File: src/rtl/timer_seq_pkg.sv
//------------------------------------------------------------------------------
// Module : timer_seq_pkg
// Desc   : Shared timer register map, control/status bit positions and the
//          sequencer state encoding.
// Rev    : 1.0
//------------------------------------------------------------------------------
`default_nettype none

package timer_seq_pkg;

    localparam logic [2:0] REG_CTRL = 3'd0;
    localparam logic [2:0] REG_AR   = 3'd1;
    localparam logic [2:0] REG_CNTR = 3'd2;
    localparam logic [2:0] REG_STAT = 3'd3;

    localparam int CTRL_EN  = 0;
    localparam int CTRL_IE  = 1;
    localparam int STAT_OVF = 1;

    localparam logic [3:0] S_IDLE  = 4'd0;
    localparam logic [3:0] S_W_OFF = 4'd1;
    localparam logic [3:0] S_W_AR  = 4'd2;
    localparam logic [3:0] S_W_CNT = 4'd3;
    localparam logic [3:0] S_W_CLR = 4'd4;
    localparam logic [3:0] S_W_EN  = 4'd5;
    localparam logic [3:0] S_RUN   = 4'd6;
    localparam logic [3:0] S_ACK   = 4'd7;
    localparam logic [3:0] S_CHK   = 4'd8;
    localparam logic [3:0] S_FIN   = 4'd9;

endpackage

`default_nettype wire

File: src/rtl/timer_seq_if.sv
//------------------------------------------------------------------------------
// Module : timer_seq_if
// Desc   : Register-port bus between the sequencer (master) and the timer.
// Rev    : 1.0
//------------------------------------------------------------------------------
`default_nettype none

interface timer_seq_if #(
    parameter int WIDTH = 32
) ();
    logic             t_cs;
    logic             t_wen;
    logic [2:0]       t_addr;
    logic [WIDTH-1:0] t_din;
    logic             t_irq;

    modport master (output t_cs, output t_wen, output t_addr, output t_din, input  t_irq);
    modport slave  (input  t_cs, input  t_wen, input  t_addr, input  t_din, output t_irq);
endinterface

`default_nettype wire

File: src/rtl/timer_seq.sv
//------------------------------------------------------------------------------
// Module : timer_seq
// Desc   : Programs a timer, counts acknowledged overflows and stops it after
//          a programmed number of periods or on request.
// Rev    : 1.0
//------------------------------------------------------------------------------
`default_nettype none

module timer_seq
    import timer_seq_pkg::*;
#(
    parameter int WIDTH = 32,
    parameter int CNT_W = 16
) (
    input  wire logic             clk,
    input  wire logic             reset_n,
    input  wire logic             start,
    input  wire logic             stop,
    input  wire logic [WIDTH-1:0] period,
    input  wire logic [CNT_W-1:0] reps,
    timer_seq_if.master           tbus,
    output logic                  busy,
    output logic                  tick,
    output logic                  done,
    output logic                  aborted,
    output logic [CNT_W-1:0]      remaining
);

    localparam logic [WIDTH-1:0] c_CTRL_ON  = (WIDTH'(1) << CTRL_EN) | (WIDTH'(1) << CTRL_IE);
    localparam logic [WIDTH-1:0] c_STAT_CLR = WIDTH'(1) << STAT_OVF;

    logic [3:0]       r_state;
    logic [WIDTH-1:0] r_period;
    logic [CNT_W-1:0] r_reps;
    logic [CNT_W-1:0] r_remaining;
    logic             r_aborted;
    logic             r_tick;

    always_ff @(posedge clk or negedge reset_n) begin
        if (!reset_n) begin
            r_state     <= S_IDLE;
            r_period    <= '0;
            r_reps      <= '0;
            r_remaining <= '0;
            r_aborted   <= 1'b0;
            r_tick      <= 1'b0;
        end else begin
            r_tick <= 1'b0;
            case (r_state)
                S_IDLE: begin
                    if (start && !stop && (period != '0)) begin
                        r_period    <= period;
                        r_reps      <= reps;
                        r_remaining <= reps;
                        r_aborted   <= 1'b0;
                        r_state     <= S_W_OFF;
                    end
                end
                S_FIN: r_state <= S_IDLE;
                default: begin
                    // Abort takes priority over any overflow seen in the same cycle
                    if (stop) begin
                        r_aborted <= 1'b1;
                        r_state   <= S_FIN;
                    end else begin
                        case (r_state)
                            S_W_OFF: r_state <= S_W_AR;
                            S_W_AR:  r_state <= S_W_CNT;
                            S_W_CNT: r_state <= S_W_CLR;
                            S_W_CLR: r_state <= S_W_EN;
                            S_W_EN:  r_state <= S_RUN;
                            S_RUN: begin
                                if (tbus.t_irq) begin
                                    r_tick <= 1'b1;
                                    if (r_remaining != '0)
                                        r_remaining <= r_remaining - 1'b1;
                                    r_state <= S_ACK;
                                end
                            end
                            S_ACK: r_state <= S_CHK;
                            S_CHK: begin
                                // Flag re-set while the counter sits at AR: clear again, no tick
                                if (tbus.t_irq)
                                    r_state <= S_ACK;
                                else if ((r_reps == '0) || (r_remaining != '0))
                                    r_state <= S_RUN;
                                else
                                    r_state <= S_FIN;
                            end
                            default: r_state <= S_IDLE;
                        endcase
                    end
                end
            endcase
        end
    end

    always_comb begin
        tbus.t_cs   = 1'b0;
        tbus.t_wen  = 1'b0;
        tbus.t_addr = 3'd0;
        tbus.t_din  = '0;
        case (r_state)
            S_W_OFF: begin tbus.t_cs = 1'b1; tbus.t_wen = 1'b1; tbus.t_addr = REG_CTRL; tbus.t_din = '0;         end
            S_W_AR:  begin tbus.t_cs = 1'b1; tbus.t_wen = 1'b1; tbus.t_addr = REG_AR;   tbus.t_din = r_period;   end
            S_W_CNT: begin tbus.t_cs = 1'b1; tbus.t_wen = 1'b1; tbus.t_addr = REG_CNTR; tbus.t_din = '0;         end
            S_W_CLR: begin tbus.t_cs = 1'b1; tbus.t_wen = 1'b1; tbus.t_addr = REG_STAT; tbus.t_din = c_STAT_CLR; end
            S_W_EN:  begin tbus.t_cs = 1'b1; tbus.t_wen = 1'b1; tbus.t_addr = REG_CTRL; tbus.t_din = c_CTRL_ON;  end
            S_ACK:   begin tbus.t_cs = 1'b1; tbus.t_wen = 1'b1; tbus.t_addr = REG_STAT; tbus.t_din = c_STAT_CLR; end
            S_FIN:   begin tbus.t_cs = 1'b1; tbus.t_wen = 1'b1; tbus.t_addr = REG_CTRL; tbus.t_din = '0;         end
            default: ;
        endcase
    end

    assign busy      = (r_state != S_IDLE);
    assign done      = (r_state == S_FIN);
    assign tick      = r_tick;
    assign aborted   = r_aborted;
    assign remaining = r_remaining;

endmodule

`default_nettype wire

File: src/flat_wrapper.sv
// flat-port wrapper written by rule: the top's interface ports become plain ports
module timer_seq_flat import timer_seq_pkg::*;
#(
    parameter int WIDTH = 32,
    parameter int CNT_W = 16
)
  (clk, reset_n, start, stop, period, reps, busy, tick, done, aborted, remaining, tbus_t_cs, tbus_t_wen, tbus_t_addr, tbus_t_din, tbus_t_irq);
  timer_seq_if #(.WIDTH(WIDTH)) tbus_i ();
  input  wire logic clk;
  input  wire logic reset_n;
  input  wire logic start;
  input  wire logic stop;
  input  wire logic [WIDTH-1:0] period;
  input  wire logic [CNT_W-1:0] reps;
  output logic busy;
  output logic tick;
  output logic done;
  output logic aborted;
  output logic [CNT_W-1:0] remaining;
  output wire logic [$bits(tbus_i.t_cs)-1:0] tbus_t_cs;
  output wire logic [$bits(tbus_i.t_wen)-1:0] tbus_t_wen;
  output wire logic [$bits(tbus_i.t_addr)-1:0] tbus_t_addr;
  output wire logic [$bits(tbus_i.t_din)-1:0] tbus_t_din;
  input wire logic [$bits(tbus_i.t_irq)-1:0] tbus_t_irq;
  assign tbus_t_cs = tbus_i.t_cs;
  assign tbus_t_wen = tbus_i.t_wen;
  assign tbus_t_addr = tbus_i.t_addr;
  assign tbus_t_din = tbus_i.t_din;
  assign tbus_i.t_irq = tbus_t_irq;
  timer_seq #(.WIDTH(WIDTH), .CNT_W(CNT_W)) u_core (.clk(clk), .reset_n(reset_n), .start(start), .stop(stop), .period(period), .reps(reps), .tbus(tbus_i), .busy(busy), .tick(tick), .done(done), .aborted(aborted), .remaining(remaining));
endmodule
File: config.mk
export PLATFORM = sky130hd
export DESIGN_NAME = timer_seq_flat
export DESIGN_NICKNAME = d
export VERILOG_FILES = /design/src/rtl/timer_seq_pkg.sv /design/src/rtl/timer_seq_if.sv /design/src/rtl/timer_seq.sv /design/src/flat_wrapper.sv
export SDC_FILE = /design/constraint.sdc
export NUM_CORES = 1
export LEC_CHECK = 0
export CORE_UTILIZATION = 25
export CTS_BUF_LIST = sky130_fd_sc_hd__clkbuf_4
export CTS_CLUSTER_DIAMETER = 200
export DETAILED_ROUTE_END_ITERATION = 10
export PLACE_DENSITY_LB_ADDON = 0.12
export RECOVER_POWER = 100
export SLEW_MARGIN = 30
export SYNTH_ARGS = -nofsm -noshare
export SYNTH_HDL_FRONTEND = slang
export SYNTH_SLANG_ARGS = --single-unit
File: constraint.sdc
create_clock -name clk -period 3.7 [get_ports clk]
set_input_delay 0.37 -clock clk [delete_from_list [all_inputs] [get_ports clk]]
set_output_delay 0.37 -clock clk [all_outputs]
set_load 0.01 [all_outputs]
==> results summary, run 1 <==
In this run the critical register-to-register path is launched from u_core.remaining[0]. In this design, the stage delay of the slowest critical-path cell is 1200 ps. The worst clock skew on the final layout is 18.9 ps.

The register bit total from synthesis is 70. The minimum period implied by the final worst setup slack is 3210 ps. The required time of the critical path came out at ~4000 ps. The DRC violation count after routing came out at 0. The count of placed standard cells in the final layout, fillers left out came out at 642. The first global-routing pass estimated 17,400 um of wire. After synthesis, the share of flip-flops with an asynchronous set or reset is 100%.

The die boundary height is 124 um. After detailed routing, the average wire length per cell comes to ~17 um. The number of warnings reported in the yosys synthesis log came out at 0. The mean post-synth cell area is 10.4 um2. The aggregate global routing overflow is 0.

By startpoint and endpoint, the worst setup path is classified as primary input to flop. The tree is rooted in a sky130_fd_sc_hd__clkbuf_4. CTS built an H-tree with a depth of 3. The number of filler instances in the final layout came out at 1,489.

After global routing, the most crowded layer is met2. The total setup violations reported at the end of the flow came out at 0. Buffers added to address setup during post-CTS repair amount to 0. The count of vias placed by the detailed router came out at around 3,100. The synthesized netlist occupies a cell area of about 3700 um2. In this run the core area contains 44 standard-cell rows. The category of the worst setup path launch point is a primary input.

In this run the power density over the cells is 681 nW/um2. TritonCTS built the clock tree. The core box area is around 14,000 um2. The net count of the finished layout is approximately 510. Sorting the synthesized cells by area gives the leading types as sky130_fd_sc_hd__dfrtp_1, sky130_fd_sc_hd__mux2_2, sky130_fd_sc_hd__and2_1.

The static leakage is between 1.5 and 2 nW. The area fraction of the dominant cell type after synthesis came out at a little under half. The initial antenna violation count came to 0.

Global routing used between 20% and 30% of the available met2 tracks. The overall track demand over capacity in global routing came out at between 15 and 20%. The cell with the largest stage delay on the worst path is sky130_fd_sc_hd__clkbuf_1. In this run, distinct cell masters in the synthesized netlist total 50. The wire length after detailed routing came out at approximately 11,000 um. The signal on the critical path passes through dlygate4sd3_1, nor4_1, nand4_1, o2111ai_4, clkbuf_1, mux2_2. The count of input and output buffers is about 110.

Dividing the detail-routed via count by the number of cells gives a little under 5. For met1 alone, demand over resource in global routing was about a fifth. The number of enable-type register cells in the synthesized netlist came out at 0. The area growth from synthesis to layout is 35.1%.

Timing analysis after detailed placement gives a worst setup slack of about 860 ps. Setup repair after global routing left no endpoint under its margin. The worst-case IR drop observed on VDD is approximately 210 uV. The count of max-cap constraint violations came out at 2. The post-synthesis instance total is ~360. Together, buffers and inverters on the worst path number 2. Routability-driven placement finished with a final weighted congestion of 0.741. The number of iterations in the first detailed-routing pass came out at 5. The clock latency of the later-clocked register in the worst-skew pair came out at approximately 440 ps.

110 I/O pins were placed. The arrival time of data at the critical path endpoint came out at 3530 ps. The number of global-route vias before repair came out at 3,192.

At the pin with the least slew margin, the transition time is 1890 ps. The worst path setup slack after routing came out at around 490 ps. The fraction of the cycle the final worst path needs came out at roughly 87%. The highest fanout seen on the critical path came out at 29. The wire-length estimate of the detail-placed layout is 7900 um.

The number of clock buffers inserted by TritonCTS came out at 9. The endpoint identified for the worst register-to-register timing path is u_core.remaining[4]. The critical path starts at period[16].

The die covers between 15,000 and 20,000 um2. The cell type contributing the most total cell area after synthesis is sky130_fd_sc_hd__dfrtp_1. The run finished, with violations left. The setup slack on the worst flop-to-flop path is a little under 700 ps.

The number of slew-limit violations in the final report came out at 65. The post-synthesis sequential area ratio is 47.4%. The final count of hold timing violations is 0. The path depth of the worst reg2reg path is 7. The achievable frequency is about 0.31 GHz. STA classifies the critical path endpoint as a flop. The clock passes through at most 2 buffers. Grouping stages by cell kind, the critical path spends the most delay in buffers and inverters. The path class of the lowest-slack min-delay path is primary input to async pin. The clock-pin transition on the worst setup and hold timing paths came out at 120 ps.

The met3 global-route usage is ~4.7%. In this run, placement finished with an instance count of about 630. The detailed router finished its first iteration with around 200 violations. The headroom to the max-slew limit is -25.9%. The number of buffers inserted for hold repair after clock tree synthesis is 0.

The checks that failed: capacitance limit, slew limit. The horizontal extent of the die came out at 124 um. Once the clock tree was built, the resizer swapped 0 gates to a different size. The predominant post-synthesis flop cell is sky130_fd_sc_hd__dfrtp_1. The post-route netlist has roughly 17% of its cells at a drive strength greater than 1. The number of nets handed over by synthesis was 411. The initial utilization of the core area, before any placement, comes to 25.5%. The tree built by TritonCTS fans out to 70 sinks. The final antenna-violating net count came out at 0. The maximum number of pins on one net before global-route repair is 39.

The summed negative setup slack over all endpoints came out at 0 ps.
[cells in the final DEF, fill, tap and decap left out, types with 5 or more instances in the layout]
cell / netlist / routed
sky130_fd_sc_hd__clkdlybuf4s50_1: 0 / 81
sky130_fd_sc_hd__clkbuf_4: 0 / 10
sky130_fd_sc_hd__nand3_1: 5 / 5
sky130_fd_sc_hd__and2_1: 30 / 26
sky130_fd_sc_hd__nand2_1: 9 / 9
sky130_fd_sc_hd__o21ai_0: 5 / 5
sky130_fd_sc_hd__nor4_1: 16 / 17
sky130_fd_sc_hd__nor3_1: 10 / 10
sky130_fd_sc_hd__dlygate4sd3_1: 0 / 26
sky130_fd_sc_hd__dfrtp_1: 70 / 70
sky130_fd_sc_hd__nor2_1: 33 / 33
sky130_fd_sc_hd__a21oi_1: 28 / 28
sky130_fd_sc_hd__a31oi_1: 10 / 10
sky130_fd_sc_hd__inv_1: 9 / 9
sky130_fd_sc_hd__mux2_2: 48 / 48
sky130_fd_sc_hd__o22a_1: 6 / 6
[per-stage QoR]
stage          power [mW]  hold slack (ps)  utilization (%)  instance area (um2)
3_5_place_dp         3.06              486             33.9                 4910
5_1_grt              3.69              530             34.4                 4990
4_1_cts              3.52             4.97             34.7                 5030
3_3_place_gp         3.04              480             33.9                 4910
2_1_floorplan        2.37             74.4                -                 3690
6_report             3.40              440             34.5                 4990
[how the worst max path moves through the flow]
| stage | endpoint | depth (start not counted) |
|---|---|---|
| after CTS | tbus_t_din[25] | 5 |
| final | u_core.r_period[26] | 6 |
| after detailed placement | u_core.remaining[9] | 7 |
| after floorplan | u_core.remaining[9] | 10 |
| after global routing | tbus_t_din[12] | 5 |
| after global placement | u_core.remaining[9] | 7 |
[worst register-to-register path, stage by stage, from the launching register on]
cell	delay (ps)
sky130_fd_sc_hd__dfrtp_1	430
sky130_fd_sc_hd__inv_1	120
sky130_fd_sc_hd__ha_1	150
sky130_fd_sc_hd__or4b_2	610
sky130_fd_sc_hd__nor4_1	490
sky130_fd_sc_hd__or2b_1	580
sky130_fd_sc_hd__and2_4	380
sky130_fd_sc_hd__o211ai_1	140
[per-layer routing]
layer	part of all wire, %	wire length [um]
met1	45	4940
met2	49	5400
met3	4.6	508
met4	1.1	118
met5	0	0
[cell families after synthesis]
group / share of synthesized area [%]
AOI/OAI and AO/OA: 13.1
xor gates and xnor gates: 0.237
adders and majority gates: 0.678
buffers and inverters: 5.29
DFF: 47.4
muxes: 14.6
other: 0.102
and+or+nand+nor: 18.5
[area by class of cell]
type                    instances  area (um2)  share of cell area, %
repair buffers                115        1110                   22.2
multi-input cells             247        1750                   35.0
diodes                          1        2.50                 0.0502
inverters                       9        33.8                  0.677
flip-flops and latches         70        1750                   35.1
clock inverters                 6        38.8                  0.778
clock buffers                  10        75.1                   1.50
well taps                     184         230                   4.62
[Yosys cell counts, types with 2 or more instances]
| cell | instances |
|---|---|
| sky130_fd_sc_hd__clkbuf_1 | 18 |
| sky130_fd_sc_hd__a221oi_1 | 2 |
| sky130_fd_sc_hd__dfrtp_1 | 70 |
| sky130_fd_sc_hd__nor4_4 | 2 |
| sky130_fd_sc_hd__nor4_1 | 16 |
| sky130_fd_sc_hd__a22oi_1 | 3 |
| sky130_fd_sc_hd__o22ai_1 | 3 |
| sky130_fd_sc_hd__and2_1 | 30 |
| sky130_fd_sc_hd__a21oi_1 | 28 |
| sky130_fd_sc_hd__a31oi_1 | 10 |
| sky130_fd_sc_hd__mux2_2 | 48 |
| sky130_fd_sc_hd__inv_1 | 9 |
| sky130_fd_sc_hd__buf_6 | 2 |
| sky130_fd_sc_hd__o21ai_0 | 5 |
| sky130_fd_sc_hd__o22a_1 | 6 |
| sky130_fd_sc_hd__buf_4 | 3 |
| sky130_fd_sc_hd__nor2_1 | 33 |
| sky130_fd_sc_hd__or4_1 | 3 |
| sky130_fd_sc_hd__o22a_2 | 3 |
| sky130_fd_sc_hd__nor3_1 | 10 |
| sky130_fd_sc_hd__nand2_1 | 9 |
| sky130_fd_sc_hd__nand4_1 | 4 |
| sky130_fd_sc_hd__buf_2 | 5 |
| sky130_fd_sc_hd__nand2b_1 | 2 |
| sky130_fd_sc_hd__o21a_1 | 2 |
| sky130_fd_sc_hd__nand3_1 | 5 |
| sky130_fd_sc_hd__ha_1 | 2 |
[sequential cells by signal (all words and copies together), names as in the netlist]
| register | cells |
|---|---|
| u_core.aborted | 1 |
| u_core.r_period | 32 |
| u_core.r_state | 4 |
| u_core.tick | 1 |
| u_core.r_reps | 16 |
| u_core.remaining | 16 |
[where the power goes]
group,switching [mW],leakage (nW),internal (mW)
combinational,0.694,1.06,0.819
sequential,0.318,0.828,1.13
clock,0.295,0.0622,0.143
Note: power is estimated with default switching activity, not from simulation.
==> run 2, diff against run 1 <==
--- a/config.mk
+++ b/config.mk
@@ -9,6 +9,7 @@
 export CTS_BUF_LIST = sky130_fd_sc_hd__clkbuf_4
 export CTS_CLUSTER_DIAMETER = 200
 export DETAILED_ROUTE_END_ITERATION = 10
+export MAX_ROUTING_LAYER = met4
 export PLACE_DENSITY_LB_ADDON = 0.12
 export RECOVER_POWER = 100
 export SLEW_MARGIN = 30
==> results summary, run 2 (synthesis results as in run 1) <==
The count of input and output buffers is 108 (unchanged). The achievable frequency is 0.313 GHz (+0.53%). The aggregate global routing overflow is 0 (unchanged). The arrival time of data at the critical path endpoint came out at 3510 ps (-20 ps). The horizontal extent of the die is 124 um (unchanged). The global-route wire length before repair was 17,400 um (about the same). The power density over the cells is 682 nW/um2 (+0.21%). The fraction of final layout cells sized beyond drive strength 1 is 16.8% (unchanged). The critical path in this run is classified as primary input to flop. The summed negative setup slack over all endpoints was 0 ps (unchanged). The required time of the critical path is 4020 ps (about the same).

The path class of the tightest hold or removal check is primary input to async pin. Clock tree synthesis selected as its root buffer the cell sky130_fd_sc_hd__clkbuf_4. The number of buffers inserted for hold repair after clock tree synthesis is 0 (unchanged). Setup repair after global routing left no endpoint under its margin.

The final standard cell utilization of the core is 34.4% (about the same). The DRC violation count after routing came out at 0 (unchanged). The worst setup path is captured at a flop. The core box area came out at 14,500 um2 (unchanged). The number of buffers on the longest clock path was 2 (unchanged). The highest fanout seen on the critical path is 29 (unchanged). The number of slew-limit violations in the final report came to 65 (unchanged). The static leakage came to 1.95 nW (unchanged). The starting utilization of the core area is 25.5% (unchanged). The fraction of the cycle the final worst path needs was 86.4% (-0.46 points).

The average wire length per cell after detail routing is 17.1 um (+0.32%). The post-CTS setup buffer count is 0 (unchanged). The via-per-instance ratio is 4.93 (+1.3%). The flip-flop count of the largest register after layout came to 32 (unchanged). The final count of hold timing violations was 0 (unchanged). The headroom to the max-slew limit is -26.2% (-0.31 points). The largest register by flop count is u_core.r_period. The site row count came out at 44 (unchanged). The maximum number of pins on one net before global-route repair is 39 (unchanged).

In the layout the commonest cells are sky130_fd_sc_hd__clkdlybuf4s50_1, sky130_fd_sc_hd__dfrtp_1, sky130_fd_sc_hd__mux2_2. The number of cells upsized or downsized after cts is 0 (unchanged). The die boundary height came out at 124 um (unchanged). The number of diodes is 0 (-1). The initial antenna violation count came to 0 (unchanged).

The final reports fail on capacitance limit, slew limit. The clock latency of the later-clocked register in the worst-skew pair is 440 ps (about the same). The initial DRC count came out at 189 (-5.0%). The clock-pin transition on the worst setup and hold timing paths is 120 ps (about the same). The wire length after detailed routing came out at 11,000 um (+0.16%). The HPWL after detailed placement is 7900 um (unchanged). The transition at the pin with the smallest max-transition slack came to 1890 ps (+4.71 ps). The number of iterations in the first detailed-routing pass came out at 4 (-1). The library cell used most frequently in the layout, excluding fill and tap cells, is sky130_fd_sc_hd__clkdlybuf4s50_1. The worst clock skew on the final layout is 17.5 ps (-1.40 ps). The area growth from synthesis to layout came out at 35.0% (about the same).

The run finished, with violations left. The worst setup path is launched from a primary input. The number of clock buffers inserted by TritonCTS came out at 9 (unchanged). TritonCTS built the clock tree. The number of global-route vias before repair was 3,195 (+0.094%). The setup slack on the worst flop-to-flop path came out at 660 ps (-30 ps). The minimum period implied by the final worst setup slack is 3200 ps (-16.9 ps). The weighted congestion at the end of routability-driven global placement is 0.751 (+1.2%). The final antenna-violating net count came to 0 (unchanged). The I/O pin total is 110 (unchanged). The total setup violations reported at the end of the flow is 0 (unchanged). The final net count came out at 507 (unchanged). The total number of clock tree sinks is 70 (unchanged). The deepest level of the CTS H-tree is 3 (unchanged). The area of the die came out at 15,300 um2 (unchanged). The count of max-cap constraint violations was 2 (unchanged). The overall track demand over capacity in global routing is 15.7% (+0.49 points). The worst-case vdd ir drop was 212 uV (+0.43%). The count of vias placed by the detailed router came out at 3,160 (+1.1%).
run 2: cell count changes in the layout (fill, tap and decap cells not counted), sizes merged:
| cell | before | now |
|---|---|---|
| diode | 1 | 0 |
run 2: stage by stage:
step                      hold slack, ps  worst slack, ps  power, mW  cells  cell area (um2)
after floorplan                     74.4             1410       2.37    356             3690
after global placement               480              815       3.04    625             4910
after detailed placement             486              858       3.06    625             4910
after CTS                           4.97              687       3.52    641             5030
after global routing                 531              270       3.69    641             4990
final                                439              504       3.40    641             4990
run 2: report_power, final:
group / internal (mW) / switching, mW / total, mW
Clock: 0.143 / 0.296 / 0.439
Sequential: 1.13 / 0.322 / 1.45
Combinational: 0.819 / 0.694 / 1.51
Total: 2.09 / 1.31 / 3.40
run 2: layout make-up:
class                      instances  area [um2]
clock inverter                     6        38.8
clock buffer                      10        75.1
multi-input combinational        247        1750
tap                              184         230
sequential                        70        1750
timing repair buffer             115        1110
inverter                           9        33.8
fill                            1488        9490
run 2: path summary, 6_finish.rpt:
path,startpoint,to,depth (start not counted)
max in group asynchronous,reset_n,u_core.r_period[28],2
worst max-delay path,period[16],u_core.r_period[26],6
min in group clk,u_core.r_period[8],u_core.r_period[8],1
worst min register to register,u_core.r_period[8],u_core.r_period[8],1
worst min-delay path,reset_n,u_core.r_reps[9],1
worst max register to register,u_core.remaining[0],u_core.remaining[4],7
run 2: worst max-delay path: stages:
cell and delay (ps):
sky130_fd_sc_hd__dlygate4sd3_1 560, sky130_fd_sc_hd__nor4_1 380, sky130_fd_sc_hd__nand4_1 280, sky130_fd_sc_hd__o2111ai_4 260, sky130_fd_sc_hd__clkbuf_1 1210, sky130_fd_sc_hd__mux2_2 450
run 2: layer usage:
metal / global-route usage, % / share of wire [%] / vias up
met4: 4.14 / 1.0 / 0
met2: 24.8 / 49 / 85
met3: 4.20 / 3.9 / 9
met5: - / 0 / -
met1: 19.7 / 46 / 1589
li1: - / - / 1477
==> run 3, diff against run 2 <==
--- a/config.mk
+++ b/config.mk
@@ -11,7 +11,7 @@
 export DETAILED_ROUTE_END_ITERATION = 10
 export MAX_ROUTING_LAYER = met4
 export PLACE_DENSITY_LB_ADDON = 0.12
-export RECOVER_POWER = 100
+export RECOVER_POWER = 50
 export SLEW_MARGIN = 30
 export SYNTH_ARGS = -nofsm -noshare
 export SYNTH_HDL_FRONTEND = slang
==> results summary, run 3 (synthesis results as in run 1) <==
The horizontal extent of the die is 124 um (unchanged). Relative to the synthesized area, the layout overhead comes to 35.3%. Setup repair after global routing left no endpoint under its margin. The fraction of the cycle the final worst path needs is 86.3% (-0.10 points). The commonest non-fill, non-tap cell in the layout is sky130_fd_sc_hd__clkdlybuf4s50_1. The count of max-cap constraint violations is 2 (unchanged). The worst-case vdd ir drop was 211 uV (-0.21%). The sequential cell area in the final layout is 1750 um2 (unchanged). The wire length after detailed routing came out at 11,000 um (+0.36%). The overall track demand over capacity in global routing came out at 15.7% (unchanged). The clock-pin transition on the worst setup and hold timing paths is 120 ps (about the same). In the layout the commonest cells are sky130_fd_sc_hd__clkdlybuf4s50_1, sky130_fd_sc_hd__dfrtp_1, sky130_fd_sc_hd__mux2_2.

The switching part of the total is 38.4% (-0.17 points). The internal power contribution came to 2.11 mW (+1.1%). The worst setup path is launched from a primary input. The achievable frequency came out at 0.313 GHz (+0.12%). The total setup violations reported at the end of the flow is 0 (unchanged).

The core box area came to 14,500 um2 (unchanged). The power share of the clock group came out at 12.8% (about the same). The HPWL after detailed placement came out at 7900 um (unchanged). The footprint of the multi-input gates came out at 1750 um2 (+0.29%). The number of filler instances in the final layout came out at 1,487 (-0.067%). The site row count was 44 (unchanged). The final net count is 507 (unchanged).

The arrival time of data at the critical path endpoint was 3510 ps (about the same). The checks that failed: capacitance limit, slew limit. The final count of hold timing violations was 0 (unchanged). The total number of clock tree sinks came out at 70 (unchanged). The number of diodes came out at 0 (unchanged). The maximum number of pins on one net before global-route repair came out at 39 (unchanged).

The fraction of final layout cells sized beyond drive strength 1 came out at 17.1% (+0.22 points). The weighted congestion at the end of routability-driven global placement is 0.751 (unchanged). The worst clock skew on the final layout came out at 16.6 ps (-0.954 ps).

The area of the die is 15,300 um2 (unchanged). The minimum period implied by the final worst setup slack is 3190 ps (-3.77 ps). The count of input and output buffers came to 108 (unchanged). The via-per-instance ratio is 4.93 (about the same). The static leakage came out at 1.94 nW (-0.35%). TritonCTS built the clock tree. The part of the total power dissipated in sequential elements is 42.3% (-0.3 points). The initial DRC count came to 187 (-1.1%). The average wire length per cell after detail routing is 17.2 um (+0.36%). The run finished, with violations left.

The category of the critical setup timing path is primary input to flop. The global-route wire length before repair is 17,400 um (unchanged). The worst setup path is captured at a flop. The register with the most flip-flops in the final layout is u_core.r_period.

The final antenna-violating net count came out at 0 (unchanged). The flip-flop count of the largest register after layout came out at 32 (unchanged). The number of buffers inserted for hold repair after clock tree synthesis came out at 0 (unchanged). The number of slew-limit violations in the final report is 65 (unchanged). The number of clock buffers inserted by TritonCTS is 9 (unchanged).

The die boundary height came out at 124 um (unchanged). The combinational group share of total power is 44.9% (+0.4 points). The aggregate global routing overflow is 0 (unchanged). The deepest level of the CTS H-tree came out at 3 (unchanged). The starting utilization of the core area was 25.5% (unchanged). The clock latency of the later-clocked register in the worst-skew pair came out at 430 ps (about the same).

The post-CTS setup buffer count is 0 (unchanged). The path class of the tightest hold or removal check is primary input to async pin. The net load switching power came out at 1.32 mW (+0.37%). The number of cells upsized or downsized after cts is 0 (unchanged). The I/O pin total came out at 110 (unchanged). The number of iterations in the first detailed-routing pass came out at 4 (unchanged). The initial antenna violation count came to 0 (unchanged).

The highest fanout seen on the critical path came to 29 (unchanged). The DRC violation count after routing is 0 (unchanged). The power density over the cells is 687 nW/um2 (+0.60%). The number of buffers on the longest clock path came out at 2 (unchanged).

The headroom to the max-slew limit was -26.4% (-0.25 points). The summed negative setup slack over all endpoints was 0 ps (unchanged). The tree is rooted in a sky130_fd_sc_hd__clkbuf_4. The required time of the critical path is 4020 ps (about the same).

The final standard cell utilization of the core came out at 34.5% (+0.069 points). The transition at the pin with the smallest max-transition slack came out at 1900 ps (+3.70 ps). The count of vias placed by the detailed router is 3,162 (+0.063%).

The number of global-route vias before repair is 3,195 (unchanged).
==> run 3: worst paths after layout <==
| check | from | endpoint | slack [ps] | cells past startpoint |
|---|---|---|---|---|
| max | period[16] | u_core.r_period[26] | 510 | 6 |
| min | reset_n | u_core.r_reps[9] | 440 | 1 |
| max reg2reg | u_core.remaining[0] | u_core.remaining[4] | 670 | 7 |
| min reg2reg | u_core.r_period[22] | u_core.r_period[22] | 510 | 1 |
| max in group asynchronous | reset_n | u_core.r_period[28] | 1480 | 2 |
| min in group clk | u_core.r_period[22] | u_core.r_period[22] | 510 | 1 |
==> run 3: power groups by stage <==
stage	combinational, mW	sequential (mW)	clock (mW)
2_1_floorplan	1.02	1.35	0
3_3_place_gp	1.58	1.46	0
3_5_place_dp	1.59	1.47	0
4_1_cts	1.60	1.45	0.473
5_1_grt	1.70	1.52	0.498
6_report	1.54	1.45	0.439
==> run 3: metrics by stage <==
step	std cells	area, um2	total power [mW]	setup WS (ps)	hold slack, ps
2_1_floorplan	356	3690	2.37	1410	74.4
3_3_place_gp	625	4910	3.04	815	480
3_5_place_dp	625	4910	3.06	858	486
4_1_cts	641	5030	3.52	687	4.97
5_1_grt	641	5000	3.72	272	531
6_report	641	5000	3.43	508	442
==> run 3: layout make-up <==
class                   instances  share of cell area, %
inverters                       9                  0.676
multi-input cells             247                   35.1
repair buffers                115                   22.3
clock inverters                 6                  0.776
clock buffers                  10                   1.50
flip-flops and latches         70                   35.1
well taps                     184                   4.61
==> run 3: critical path: stages <==
cell and delay, ps:
sky130_fd_sc_hd__dlygate4sd3_1 560, sky130_fd_sc_hd__nor4_1 370, sky130_fd_sc_hd__nand4_1 280, sky130_fd_sc_hd__o2111ai_4 260, sky130_fd_sc_hd__clkbuf_1 1210, sky130_fd_sc_hd__mux2_2 450
==> run 3: per-layer routing <==
metal | up-vias | track usage [%] | part of all wire, %
li1 | 1479 | - | -
met1 | 1594 | 19.7 | 46
met2 | 82 | 24.8 | 49
met3 | 7 | 4.20 | 3.6
met4 | 0 | 4.14 | 0.98
met5 | - | - | 0
==> edit 1 (flow settings as in run 3) <==
Register the output `remaining` once more, without a reset; this adds one clock of latency there. The other outputs are not delayed to match.
--- a/src/rtl/timer_seq.sv
+++ b/src/rtl/timer_seq.sv
@@ -116,7 +116,9 @@
     assign done      = (r_state == S_FIN);
     assign tick      = r_tick;
     assign aborted   = r_aborted;
-    assign remaining = r_remaining;
+    always_ff @(posedge clk) begin
+        remaining <= r_remaining;
+    end
 
 endmodule
 
Behaviour: not the same (a bounded check fails within 4 cycles, from zero or initial values and one cycle with reset_n low).
==> edit 1 against run 3 <==
- highest routed layer unchanged
- area after synthesis up 17%
- largest cell class is now registers
- sequential cell count up 16
- power up 12%
- setup slack better by 0.049 ns
- final area up 13%
- fmax up 1.6%
- count of clock-buffer cells in the layout unchanged
- the flow still finishes with violations (capacitance limit, slew limit)
- wire length up 7.1%
==> edit 1: results (changes against run 3) <==
stage,metric,value,unit,change
status,outcome,"finished, violations left",,
status,violations,"capacitance limit, slew limit",,
routing,via_count,3259,,+3.1%
logic_synthesis,yosys-top-cells-area,"dfrtp_1, mux2_4, dfxtp_1, and2_1, a21oi_1",,
clock_network,clk_latency,0.45,ns,+0.02 ns
routing,wirelength,11800,um,+7.1%
placed_design,port_buffers,108,,unchanged
finish,fin_nets,533,,+5.1%
hold_path,hold_path_class,flip-flop to flip-flop,,
placed_design,place_ws,0.719,ns,-0.138 ns
setup_path,cp_slowest_cell,nor3_1,,
sta,slew_violations,71,,+9.2%
sta,relSlewSlack,-0.200,,+0.0639
finish,layout-drive-gt1-share,0.166,,-0.00505
clock_network,cts_root_buf,clkbuf_4,,
setup_path,worstPathArrival,3.45,ns,-0.06 ns
sta,finClkSkew,0.00628,ns,-0.0103 ns
global_routing,grt_max_degree,71,,+82%
routing,wl_per_cell,16.8,um,-2.4%
logic_synthesis,yosysSeqAreaShare,0.478,,+0.00392
global_routing,grt_util_all_layers,0.145,,-0.0120
clock_network,cts.htree.levels,3,,unchanged
placed_design,post-dp-hpwl,8120,um,+2.8%
global_routing,grt_first_pass_wirelength,19100,um,+10%
logic_synthesis,syn_avg_cell_area,11.4,sq um,+10%
clock_network,clkTransAtPathRegs,0.13,ns,
routing,dr.pass1.iters,4,,unchanged
logic_synthesis,synth_cell_types,54,,+8.0%
clock_network,cts_resized,0,,unchanged
logic_synthesis,synth_common_cells,"dfrtp_1, mux2_4, and2_1",,
placed_design,dpl.cell_count,687,,+9.9%
power,leakage,2.33,nW,+20%
setup_path,max_stage_delay,0.74,ns,-0.47 ns
placed_design,gp_congestion,0.775,,+3.3%
logic_synthesis,ys.flop_type,dfrtp_1,,
routing,drc,0,,unchanged
routing,first_iter_violations,190,,+1.6%
logic_synthesis,syn_nets,434,,+5.6%
flow_run,max-cap-violations,1,,-1
logic_synthesis,yosysWarnings,0,,unchanged
sta,finalHoldViolations,0,,unchanged
power,ir_drop,279,uV,+32%
finish,regMostFlops,u_core.r_period,,
setup_path,cp_max_fo,17,,-41%
clock_network,numCtsBuffers,9,,unchanged
global_routing,grt_pass1_vias,3363,,+5.3%
logic_synthesis,async_reset_ff_frac,0.814,,-0.186
clock_network,post-cts-setup-buffers,0,,unchanged
-- edit 1: cell count changes in the layout (fill, tap and decap cells not counted), moves of 5 or more --
cell / delta
nor2_1: -15
mux2_4: +46
mux2_2: -46
o21ai_0: +6
dfxtp_1: +16
a21oi_1: -5
o211ai_1: +7
-- edit 1: cells by family after synthesis --
logic type / share of synthesized area
AOI/OAI and AO/OA: 0.112
xor gates and xnor gates: 0.00404
buffers and inverters: 0.0445
other: 0.000866
muxes: 0.167
adders and majority gates: 0.00578
and+or+nand+nor: 0.188
DFF: 0.478
-- edit 1: metrics by stage --
stage / cell area, sq um / utilization / hold WS, ns / power [mW]
final: 5660 / 0.338 / 0.451 / 3.85
after global routing: 5660 / 0.338 / 0.475 / 4.15
after CTS: 5690 / 0.340 / 0.114 / 3.96
after detailed placement: 5590 / 0.333 / 0.418 / 3.47
after global placement: 5590 / 0.333 / 0.423 / 3.45
after floorplan: 4330 / - / 0.0744 / 2.83
-- edit 1: power breakdown --
part	switching [mW]	total (mW)	leakage, nW	internal (mW)
combinational	0.701	1.68	1.32	0.975
clock	0.321	0.458	0.0587	0.137
sequential	0.357	1.72	0.954	1.36
total	1.38	3.85	2.33	2.47
-- edit 1: cell type report --
cell class,instances,area (sq um)
Inverter,5,18.8
Fill cell,1712,11100
Clock buffer,10,75.1
Timing Repair Buffer,116,1150
Multi-Input combinational cell,260,2040
Tap cell,220,275
Sequential cell,86,2070
Clock inverter,6,28.8
-- edit 1: final timing paths --
kind                                             from                endpoint  slack, ns  depth (start not counted)
min in group asynchronous                     reset_n     u_core.r_period[16]       0.47                          2
max in group asynchronous                     reset_n  u_core.r_remaining[10]       2.15                          2
worst max register to register  u_core.r_remaining[4]   u_core.r_remaining[9]       0.56                          5
worst max-delay path            u_core.r_remaining[4]   u_core.r_remaining[9]       0.56                          5
worst min register to register  u_core.r_remaining[8]     u_core.remaining[8]       0.45                          0
worst min-delay path            u_core.r_remaining[8]     u_core.remaining[8]       0.45                          0
-- edit 1: critical path, delay by kind of cell, from the launching register on --
family | cells | cell delay [ns]
and+or+nand+nor | 3 | 1.64
AOI/OAI and AO/OA | 2 | 0.88
DFF | 1 | 0.47
-- edit 1: routing by layer --
layer | track usage | routed length [um]
met3 | 0.0392 | 497
met2 | 0.210 | 5200
met1 | 0.198 | 6000
met5 | - | 0
met4 | 0.0347 | 97
==> edit 2 (flow settings as in run 3) <==
Made on the original files. `CNT_W` is set to 16 in 2 places; all go to 12.
--- a/src/rtl/timer_seq.sv
+++ b/src/rtl/timer_seq.sv
@@ -10,7 +10,7 @@
     import timer_seq_pkg::*;
 #(
     parameter int WIDTH = 32,
-    parameter int CNT_W = 16
+    parameter int CNT_W = 12
 ) (
     input  wire logic             clk,
     input  wire logic             reset_n,
--- a/src/flat_wrapper.sv
+++ b/src/flat_wrapper.sv
@@ -2,7 +2,7 @@
 module timer_seq_flat import timer_seq_pkg::*;
 #(
     parameter int WIDTH = 32,
-    parameter int CNT_W = 16
+    parameter int CNT_W = 12
 )
   (clk, reset_n, start, stop, period, reps, busy, tick, done, aborted, remaining, tbus_t_cs, tbus_t_wen, tbus_t_addr, tbus_t_din, tbus_t_irq);
   timer_seq_if #(.WIDTH(WIDTH)) tbus_i ();
Ports: changed (resized remaining and reps); port bits go from 110 to 102. No check against the original RTL was run, so the function may have changed too.
==> edit 2 against run 3 <==
- the flow still finishes with violations (capacitance limit, slew limit)
- sequential cell count decreased by 8
- combinational power decreased by 9.7%
- final area decreased by 8.9%
- global-route usage decreased by 1.2 points
- setup slack improved by 0.25 ns
- area after synthesis decreased by 13%
- synthesized cell count decreased by 14%
- clock skew decreased by 0.0031 ns
- wire length decreased by 20%
- power decreased by 6.4%
- utilization increased by 1.7 points
- critical path type is now flip-flop to primary output
- largest cell class unchanged
- largest power group unchanged
==> edit 2: results (changes against run 3) <==
stage,metric,value,unit,change
clock_network,clkTransAtPathRegs,0.10,ns,-0.02 ns
flow_run,max-cap-violations,1,,-1
logic_synthesis,synth_compound_area_frac,0.125,,-0.00609
finish,fin_cells,581,,-9.4%
status,violations,"capacitance limit, slew limit",,
placed_design,post-dp-hpwl,6370,um,-19%
sta,worst_pin_slew,2.33,ns,+0.429 ns
clock_network,cts_hold_buf,1,,+1
setup_path,cp_max_fo,16,,-45%
power,leakage,1.78,nW,-8.5%
logic_synthesis,synth_common_cells,"dfrtp_1, mux2_2, and2_1",,
finish,fillCellCount,1291,,-13%
placed_design,gp_congestion,0.727,,-3.2%
global_routing,grt_pass1_vias,2669,,-16%
sta,slew_violations,41,,-37%
global_routing,grt_first_pass_wirelength,14100,um,-19%
clock_network,clk_latency,0.41,ns,-0.02 ns
setup_path,worstPathArrival,2.57,ns,-0.94 ns
logic_synthesis,synth_cell_types,43,,-14%
global_routing,grt_max_degree,41,,+5.1%
logic_synthesis,yosys.area_share.xor_xnor,0.00272,,+0.000347
logic_synthesis,postSynthCellCount,307,,-14%
logic_synthesis,syn_nets,358,,-13%
finish,layout-drive-gt1-share,0.183,,+0.0127
global_routing,grt_util_all_layers,0.144,,-0.0123
logic_synthesis,yosys-top-cells-area,"dfrtp_1, mux2_2, and2_1, a21oi_1, nor2_1",,
hold_path,hold_path_class,flip-flop to flip-flop,,
status,outcome,"finished, violations left",,
sta,finClkSkew,0.0135,ns,-0.00306 ns
[edit 2: report_power, final]
part | total [mW] | switching (mW) | internal (mW)
Clock | 0.546 | 0.265 | 0.280
Combinational | 1.39 | 0.609 | 0.786
Sequential | 1.27 | 0.272 | 1.00
Total | 3.21 | 1.15 | 2.07
[edit 2: kinds of logic (layout without fill, tap and decap cells)]
kind of cell | Yosys count | in the layout
XOR/XNOR | 1 | 1
adder cells (fa/ha/maj) | 2 | 2
flip-flops | 62 | 62
AND/OR/NAND/NOR | 109 | 109
AO/OA/AOI/OAI | 61 | 61
other | 1 | 1
buffers and inverters | 27 | 129
multiplexers | 44 | 44
[edit 2: layer usage]
metal	global-route usage	vias to the layer above	routed length [um]
li1	-	1307	-
met1	0.179	1285	4060
met2	0.230	63	4320
met3	0.0272	13	334
met4	0.0606	0	155
met5	-	-	0
[edit 2: critical path, cell delays in order, from the launching register on]
cell and delay, ns:
dfrtp_1 0.58, nor4_2 0.60, inv_1 0.41, clkdlybuf4s50_1 0.58
[edit 2: layout make-up]
cell class,instances,area share
inverter,6,0.00495
timing repair buffer,107,0.230
clock inverter,6,0.0190
clock buffer,10,0.0165
tap,172,0.0473
sequential,62,0.341
multi-input combinational,218,0.342
[edit 2: final timing paths]
kind / startpoint / end / slack, ns / cells past startpoint
max in group asynchronous: reset_n / u_core.r_period[13] / 0.92 / 3
min reg2reg: u_core.aborted / u_core.aborted / 0.50 / 1
max reg2reg: u_core.r_state[2] / u_core.remaining[7] / 0.83 / 5
max: u_core.r_state[2] / busy / 0.76 / 3
min in group asynchronous: reset_n / u_core.r_state[2] / 1.20 / 2
min: u_core.aborted / u_core.aborted / 0.50 / 1
[edit 2: metrics by stage]
stage          cell area, sq um  power, mW
2_1_floorplan              3220       2.10
3_3_place_gp               4400       2.71
3_5_place_dp               4400       2.73
4_1_cts                    4570       3.29
5_1_grt                    4550       3.48
6_report                   4550       3.21
